## src/rtl/line_ahb_pkg.sv

```systemverilog
// line_ahb_pkg: AHB-Lite encodings and state codes shared by line_ahb_master and its bench
package line_ahb_pkg;
  localparam logic [1:0] HTRANS_IDLE = 2'b00, HTRANS_NONSEQ = 2'b10, HTRANS_SEQ = 2'b11;
  localparam logic [2:0] HBURST_SINGLE = 3'b000, HBURST_INCR4 = 3'b011, HSIZE_WORD = 3'b010;
  typedef logic [2:0] state_t;
  localparam state_t S_IDLE = 3'd0, S_ADDR0 = 3'd1, S_PIPE = 3'd2, S_LAST = 3'd3, S_DONE = 3'd4, S_ERR1 = 3'd5;
endpackage

```

## src/rtl/line_ahb_master_if.sv

```systemverilog
// line_ahb_master_if: AHB-Lite master port bundle (address/control/write data out, read data/ready/resp in)
interface line_ahb_master_if;
  logic [31:0] HADDR;
  logic [1:0]  HTRANS;
  logic        HWRITE;
  logic [2:0]  HSIZE;
  logic [2:0]  HBURST;
  logic [3:0]  HPROT;
  logic        HMASTLOCK;
  logic [31:0] HWDATA;
  logic [31:0] HRDATA;
  logic        HREADY;
  logic        HRESP;
  modport master(output HADDR, HTRANS, HWRITE, HSIZE, HBURST, HPROT, HMASTLOCK, HWDATA,
                 input HRDATA, HREADY, HRESP);
  modport slave(input HADDR, HTRANS, HWRITE, HSIZE, HBURST, HPROT, HMASTLOCK, HWDATA,
                output HRDATA, HREADY, HRESP);
endinterface

```

## src/rtl/line_ahb_master.sv

```systemverilog
// line_ahb_master: issues one 128-bit line read/write as four 32-bit AHB-Lite beats
//   HCLK/HRESETn: clock, async active-low reset
//   mem_req/mem_write/mem_addr/mem_wdata in; mem_rdata/mem_valid/mem_error out (line side)
//   ahb: AHB-Lite master port
//   LINE_AHB_MASTER_BURST_EN defined: pipelined INCR4 burst; undefined: four unpipelined NONSEQ SINGLE beats
module line_ahb_master
  import line_ahb_pkg::*;
#(
  parameter int          ADDR_BITS = 16,
  parameter logic [31:0] BASE_ADDR = 32'h1c000000,
  parameter logic [3:0]  HPROT_VAL = 4'b0011
) (
  input  logic                 HCLK,
  input  logic                 HRESETn,
  input  logic                 mem_req,
  input  logic                 mem_write,
  input  logic [ADDR_BITS-1:0] mem_addr,
  input  logic [127:0]         mem_wdata,
  output logic [127:0]         mem_rdata,
  output logic                 mem_valid,
  output logic                 mem_error,
  line_ahb_master_if.master    ahb
);
`ifdef LINE_AHB_MASTER_BURST_EN
  localparam bit BURST = 1'b1;
`else
  localparam bit BURST = 1'b0;
`endif
  state_t       state_q, state_d;
  logic [1:0]   abeat_q, abeat_d, dbeat_q, dbeat_d;
  logic [31:0]  haddr_q, haddr_d, hwdata_q, hwdata_d;
  logic         hwrite_q, hwrite_d, err_q, err_d;
  logic [127:0] wdata_q, wdata_d, rdata_q, rdata_d;
  // PIPE: address beat abeat_q and data beat dbeat_q in flight together (burst only).
  // LAST: data phase only; in single mode it returns to ADDR0 for the next beat.
  always_comb begin
    state_d  = state_q;
    abeat_d  = abeat_q;
    dbeat_d  = dbeat_q;
    haddr_d  = haddr_q;
    hwdata_d = hwdata_q;
    hwrite_d = hwrite_q;
    err_d    = err_q;
    wdata_d  = wdata_q;
    rdata_d  = rdata_q;
    case (state_q)
      S_IDLE: if (mem_req) begin
        state_d  = S_ADDR0;
        abeat_d  = 2'd0;
        dbeat_d  = 2'd0;
        haddr_d  = BASE_ADDR + 32'({mem_addr, 4'b0000});
        hwrite_d = mem_write;
        wdata_d  = mem_wdata;
        rdata_d  = '0;
        err_d    = 1'b0;
      end
      S_ADDR0: if (ahb.HREADY) begin
        state_d  = BURST ? S_PIPE : S_LAST;
        dbeat_d  = abeat_q;
        hwdata_d = wdata_q[{abeat_q, 5'b0} +: 32];
        if (BURST) begin
          abeat_d = abeat_q + 2'd1;
          haddr_d = haddr_q + 32'd4;
        end
      end
      S_PIPE, S_LAST: if (ahb.HRESP) begin
        state_d = ahb.HREADY ? S_DONE : S_ERR1;
        err_d   = 1'b1;
      end else if (ahb.HREADY) begin
        if (!hwrite_q) rdata_d[{dbeat_q, 5'b0} +: 32] = ahb.HRDATA;
        if (state_q == S_PIPE) begin
          dbeat_d  = abeat_q;
          hwdata_d = wdata_q[{abeat_q, 5'b0} +: 32];
          if (abeat_q == 2'd3) state_d = S_LAST;
          else begin
            abeat_d = abeat_q + 2'd1;
            haddr_d = haddr_q + 32'd4;
          end
        end else if (dbeat_q == 2'd3) state_d = S_DONE;
        else begin
          state_d = S_ADDR0;
          abeat_d = abeat_q + 2'd1;
          haddr_d = haddr_q + 32'd4;
        end
      end
      S_ERR1: state_d = ahb.HREADY ? S_DONE : S_ERR1;
      default: state_d = S_IDLE;
    endcase
  end
  always_ff @(posedge HCLK or negedge HRESETn)
    if (!HRESETn) begin
      state_q  <= S_IDLE;
      abeat_q  <= '0;
      dbeat_q  <= '0;
      haddr_q  <= '0;
      hwdata_q <= '0;
      hwrite_q <= 1'b0;
      err_q    <= 1'b0;
      wdata_q  <= '0;
      rdata_q  <= '0;
    end else begin
      state_q  <= state_d;
      abeat_q  <= abeat_d;
      dbeat_q  <= dbeat_d;
      haddr_q  <= haddr_d;
      hwdata_q <= hwdata_d;
      hwrite_q <= hwrite_d;
      err_q    <= err_d;
      wdata_q  <= wdata_d;
      rdata_q  <= rdata_d;
    end
  // An ERROR response drops the pending SEQ beat combinationally in its first cycle.
  assign ahb.HTRANS    = state_q == S_ADDR0 ? HTRANS_NONSEQ :
                         (state_q == S_PIPE && !ahb.HRESP) ? HTRANS_SEQ : HTRANS_IDLE;
  assign ahb.HBURST    = (BURST && (state_q == S_ADDR0 || state_q == S_PIPE)) ? HBURST_INCR4 : HBURST_SINGLE;
  assign ahb.HADDR     = haddr_q;
  assign ahb.HWRITE    = hwrite_q;
  assign ahb.HSIZE     = HSIZE_WORD;
  assign ahb.HPROT     = HPROT_VAL;
  assign ahb.HMASTLOCK = 1'b0;
  assign ahb.HWDATA    = hwdata_q;
  assign mem_valid     = state_q == S_DONE;
  assign mem_error     = mem_valid && err_q;
  assign mem_rdata     = rdata_q;
endmodule

```

## src/flat_wrapper.sv

```systemverilog
// flat-port wrapper written by rule: the top's interface ports become plain ports
module line_ahb_master_flat import line_ahb_pkg::*;
#(
  parameter int          ADDR_BITS = 16,
  parameter logic [31:0] BASE_ADDR = 32'h1c000000,
  parameter logic [3:0]  HPROT_VAL = 4'b0011
)
  (HCLK, HRESETn, mem_req, mem_write, mem_addr, mem_wdata, mem_rdata, mem_valid, mem_error, ahb_HADDR, ahb_HTRANS, ahb_HWRITE, ahb_HSIZE, ahb_HBURST, ahb_HPROT, ahb_HMASTLOCK, ahb_HWDATA, ahb_HRDATA, ahb_HREADY, ahb_HRESP);
  line_ahb_master_if ahb_i ();
  input  logic HCLK;
  input  logic HRESETn;
  input  logic mem_req;
  input  logic mem_write;
  input  logic [ADDR_BITS-1:0] mem_addr;
  input  logic [127:0] mem_wdata;
  output logic [127:0] mem_rdata;
  output logic mem_valid;
  output logic mem_error;
  output wire logic [$bits(ahb_i.HADDR)-1:0] ahb_HADDR;
  output wire logic [$bits(ahb_i.HTRANS)-1:0] ahb_HTRANS;
  output wire logic [$bits(ahb_i.HWRITE)-1:0] ahb_HWRITE;
  output wire logic [$bits(ahb_i.HSIZE)-1:0] ahb_HSIZE;
  output wire logic [$bits(ahb_i.HBURST)-1:0] ahb_HBURST;
  output wire logic [$bits(ahb_i.HPROT)-1:0] ahb_HPROT;
  output wire logic [$bits(ahb_i.HMASTLOCK)-1:0] ahb_HMASTLOCK;
  output wire logic [$bits(ahb_i.HWDATA)-1:0] ahb_HWDATA;
  input wire logic [$bits(ahb_i.HRDATA)-1:0] ahb_HRDATA;
  input wire logic [$bits(ahb_i.HREADY)-1:0] ahb_HREADY;
  input wire logic [$bits(ahb_i.HRESP)-1:0] ahb_HRESP;
  assign ahb_HADDR = ahb_i.HADDR;
  assign ahb_HTRANS = ahb_i.HTRANS;
  assign ahb_HWRITE = ahb_i.HWRITE;
  assign ahb_HSIZE = ahb_i.HSIZE;
  assign ahb_HBURST = ahb_i.HBURST;
  assign ahb_HPROT = ahb_i.HPROT;
  assign ahb_HMASTLOCK = ahb_i.HMASTLOCK;
  assign ahb_HWDATA = ahb_i.HWDATA;
  assign ahb_i.HRDATA = ahb_HRDATA;
  assign ahb_i.HREADY = ahb_HREADY;
  assign ahb_i.HRESP = ahb_HRESP;
  line_ahb_master #(.ADDR_BITS(ADDR_BITS), .BASE_ADDR(BASE_ADDR), .HPROT_VAL(HPROT_VAL)) u_core (.HCLK(HCLK), .HRESETn(HRESETn), .mem_req(mem_req), .mem_write(mem_write), .mem_addr(mem_addr), .mem_wdata(mem_wdata), .mem_rdata(mem_rdata), .mem_valid(mem_valid), .mem_error(mem_error), .ahb(ahb_i));
endmodule
```

## config.mk

```make
export PLATFORM = sky130hd
export DESIGN_NAME = line_ahb_master_flat
export DESIGN_NICKNAME = d
export VERILOG_FILES = /design/src/rtl/line_ahb_pkg.sv /design/src/rtl/line_ahb_master_if.sv /design/src/rtl/line_ahb_master.sv /design/src/flat_wrapper.sv
export SDC_FILE = /design/constraint.sdc
export NUM_CORES = 1
export LEC_CHECK = 0
export BUFFER_PORTS_ARGS = -buffer_cell sky130_fd_sc_hd__buf_2
export CELL_PAD_IN_SITES_DETAIL_PLACEMENT = 0
export CELL_PAD_IN_SITES_GLOBAL_PLACEMENT = 2
export CORE_MARGIN = 10
export CORE_UTILIZATION = 31
export CTS_BUF_LIST = sky130_fd_sc_hd__clkbuf_8
export DETAILED_ROUTE_END_ITERATION = 6
export GPL_TIMING_DRIVEN = 0
export HOLD_SLACK_MARGIN = 0.02
export PLACE_DENSITY = 0.83
export REMOVE_ABC_BUFFERS = 1
export SYNTH_ARGS = -nofsm -noshare
export SYNTH_HDL_FRONTEND = slang
export SYNTH_SLANG_ARGS = --single-unit
```

## constraint.sdc

```tcl
create_clock -name HCLK -period 2.1 [get_ports HCLK]
set_clock_uncertainty 0.1 [all_clocks]
set_input_delay 0.21 -clock HCLK [delete_from_list [all_inputs] [get_ports HCLK]]
set_output_delay 0.21 -clock HCLK [all_outputs]
set_load 0.01 [all_outputs]
```

==> impl_metrics.yaml <==
critical_path:
  crit_path_top_delay_cell: "or4b_4"
  arrival_ns: 2.70
  start_kind: "flop"
  required_ns: 2.56
  reg2reg_from: "u_core.state_q[1]"
  crit_chain: "or4b_4 > buf_16 > o21a_4 > or4b_1 > a31oi_1"
  r2r_end: "u_core.ahb.HADDR[18]"
  r2r_setup_slack_ns: -0.14
  critPathKind: "flop to flop"
  rr_worst_depth: 5
  end_kind: "flop"
  path_max_fanout: 8
  slowest_delay_ns: 0.59
hold_path:
  holdPathStages: 4
  hold_start: "mem_wdata[49]"
  hp-class: "input port to flop"
  min_to: "u_core.wdata_q[49]"
clock_network:
  cts-buffers-inserted: 59
  htree_levels: 2
  cts_root_buf: "clkbuf_8"
  cts_sinks: 327
  cts_max_path_buffers: 3
  clock_latency_ns: 0.64
  clkTransAtPathRegs_ns: 0.07
  cts_tree: "yes"
synthesis:
  seq_area_frac_synth_pct: 55.5
  synthFlopType: "dfrtp_1"
  syn_area_per_cell_sq_um: 10.5
  postSynthCellCount: 1407
  synth_area_sq_um: 14700
  synth_edf_count: 0
  ys_types: 46
  synth-async-reset-ratio_pct: 100
  synth-seq-cells: 327
  yosysWarnings: 0
power:
  p_per_area_nw_per_um2: 1230
  ir_drop_uv: 614
  p_leak_nw: 11.0
route:
  dr.first_iter.drc_count: 747
  viasPerCell: 4.89
  drc_errors: 0
  dr_wl_met2_mm: 25.8
  wl_met3_mm: 4.06
  highest_layer: "met5"
  dr.pass1.iters: 5
  detail_route.wirelength_mm: 53.8
  m1WireLength_mm: 23.0
  vias: 13100
  post_drt_wl_per_cell_um: 20.1
  postRouteAntennaNets: 0
status:
  status: "finished with violations"
  violations: "negative setup slack"
placed_design:
  portBuffers: 376
  gp_congestion: 0.796
  dp_hpwl_mm: 33.2
  dpl-instance-area_sq_um: 17300
die:
  dieArea_sq_um: 56600
  die_w_um: 238
  die_h_um: 238
  initial_core_util_pct: 31.5
  core_area_sq_um: 46800
  rows: 79
  ioPinCount: 390
global_route:
  grt_pass1_vias: 14000
  overflow: 0
  grt_pass1_wl_mm: 83.1
  grt_max_degree: 98
  antenna_found_initial: 4
  grt_usage_pct: 18.5
timing:
  min_period_ns: 2.24
  fmaxAchievable_mhz: 446
  setup_viol: 86
  setup_slack_ns: -0.143
  tightest_slew_ns: 0.546
  hold_viol_final: 0
  fin_crit_sh_pct: 107
  rsz0062_at_grt: "yes"
  drv_slew: 0
  maxSlewHeadroom_pct: 63.6
cells_and_area:
  nNetsFinal: 2213
  finalInstanceArea_sq_um: 21700
  multi_input_area_sq_um: 6650
  seqCellArea_sq_um: 8200
  utilization_pct: 46.5
  drive_above_1_share_pct: 38.9
  fill_cells: 4433
  syn_to_final_growth_pct: 47.4
flow_run:
  cap_violations: 0
==> worst max-delay path, delay by kind of cell (launching register included) <==
kind                   cells  cell delay [ns]
AOI/OAI and AO/OA          2             0.31
buffers and inverters      1             0.17
DFF                        1             0.47
and+or+nand+nor            2             1.12
==> through the flow <==
step                      setup TNS [ns]  power [mW]  std cells  hold WS, ns  worst slack (ns)
after floorplan                  -403.10        14.5       1313       -0.186             -2.72
after global placement          -2823.34        18.0       2296        0.300             -5.83
after detailed placement         -251.51        17.9       2309        0.118             -1.52
after CTS                          -5.54        26.6       2659        0.126            -0.173
after global routing              -12.87        28.3       2681        0.158            -0.189
final                              -2.96        26.7       2682        0.180            -0.143
==> synth_stat cells, types with 3 or more instances <==
library cell	instances	share of area, %
o211ai_1	3	0.15
o21ai_1	6	0.20
nand2_1	440	11
nand4_1	42	1.8
o21ai_0	8	0.27
mux2i_1	7	0.48
buf_1	14	0.36
o41ai_1	3	0.18
ha_1	8	0.68
a21bo_2	32	2.2
buf_6	3	0.23
nand3_1	15	0.51
a31oi_1	16	0.68
inv_1	8	0.20
buf_4	13	0.66
nand4bb_1	4	0.31
nor4_1	3	0.13
dfrtp_1	327	56
nor2_1	126	3.2
and4_1	7	0.42
clkbuf_1	75	1.9
o31ai_1	12	0.61
or4_1	16	0.82
nor3_1	5	0.17
mux2_1	16	1.2
nand2b_1	7	0.30
or3_1	3	0.13
mux2_2	113	8.6
or4b_1	4	0.27
and3_1	7	0.30
a21oi_1	13	0.44
mux4_2	32	4.9
==> flip-flops by register name, summed over array words and instances (netlist names) <==
signal	flops
u_core.dbeat_q	2
u_core.mem_rdata	128
u_core.ahb.HWDATA	32
u_core.ahb.HWRITE	1
u_core.abeat_q	2
u_core.err_q	1
u_core.wdata_q	128
u_core.state_q	3
u_core.ahb.HADDR	30
==> report_power, final <==
part / internal [mW] / switching, mW / leakage (nW)
combinational: 4.83 / 5.67 / 6.04
clock: 3.84 / 2.83 / 0.748
sequential: 8.20 / 1.29 / 4.25
total: 16.9 / 9.79 / 11.0
==> layer usage <==
layer / track usage, % / vias up
li1: - / 6027
met1: 23.2 / 6570
met2: 31.0 / 440
met3: 5.35 / 87
met4: 4.35 / 2
met5: 0 / -
==> worst max path at each step <==
stage,start,end
5_1_grt,u_core.state_q[1],u_core.ahb.HADDR[18]
3_5_place_dp,u_core.state_q[1],u_core.mem_rdata[18]
3_3_place_gp,u_core.state_q[1],u_core.ahb.HADDR[26]
6_report,u_core.state_q[1],u_core.ahb.HADDR[18]
4_1_cts,u_core.state_q[1],ahb_HTRANS[0]
2_1_floorplan,u_core.state_q[1],u_core.ahb.HADDR[18]
==> area by class of cell <==
type | count | share of cell area (%)
clock inverter | 31 | 1.10
antenna | 3 | 0.0346
inverter | 8 | 0.156
sequential | 327 | 37.8
timing repair buffer | 640 | 21.8
multi-input combinational | 987 | 30.6
tap | 607 | 3.50
clock buffer | 79 | 5.01
==> cells by family (layout without fill, tap and decap cells) <==
logic type | count (synthesis) | in the layout | synth area share, %
AOI/OAI and AO/OA | 100 | 106 | 5.09
adders and majority gates | 8 | 8 | 0.679
buffers and inverters | 113 | 758 | 3.36
DFF | 327 | 327 | 55.5
muxes | 168 | 168 | 15.2
other | 2 | 16 | 0.0510
and+or+nand+nor | 689 | 692 | 20.1
==> layout by cell type (no fill, tap or decap), types with 5 or more instances in the layout <==
master,instances
o21ai_0,6
a31oi_1,16
nand2_1,435
and3_1,6
buf_16,7
buf_2,374
buf_12,11
clkbuf_8,79
o21a_4,6
clkinv_2,11
a21bo_2,32
nand2b_1,5
and4_1,7
dfrtp_2,9
mux4_2,32
dlygate4sd3_1,184
inv_1,22
nand3_1,14
a21oi_1,9
or4_1,14
conb_1,13
mux2_2,112
dfrtp_1,316
nand2_8,5
mux2_1,16
buf_4,54
nand4_1,42
mux2i_1,7
nor2_1,121
o31ai_1,8
==> repair_timing <==
action	in CTS	in global routing
hold buffers	184	0
endpoints found under the hold margin	534	0
pin swaps	46	15
gates resized for setup	70	33
gates cloned	14	1
endpoints found under the setup margin	275	229
setup buffers	44	19
Power figures use the tool's default switching activity.
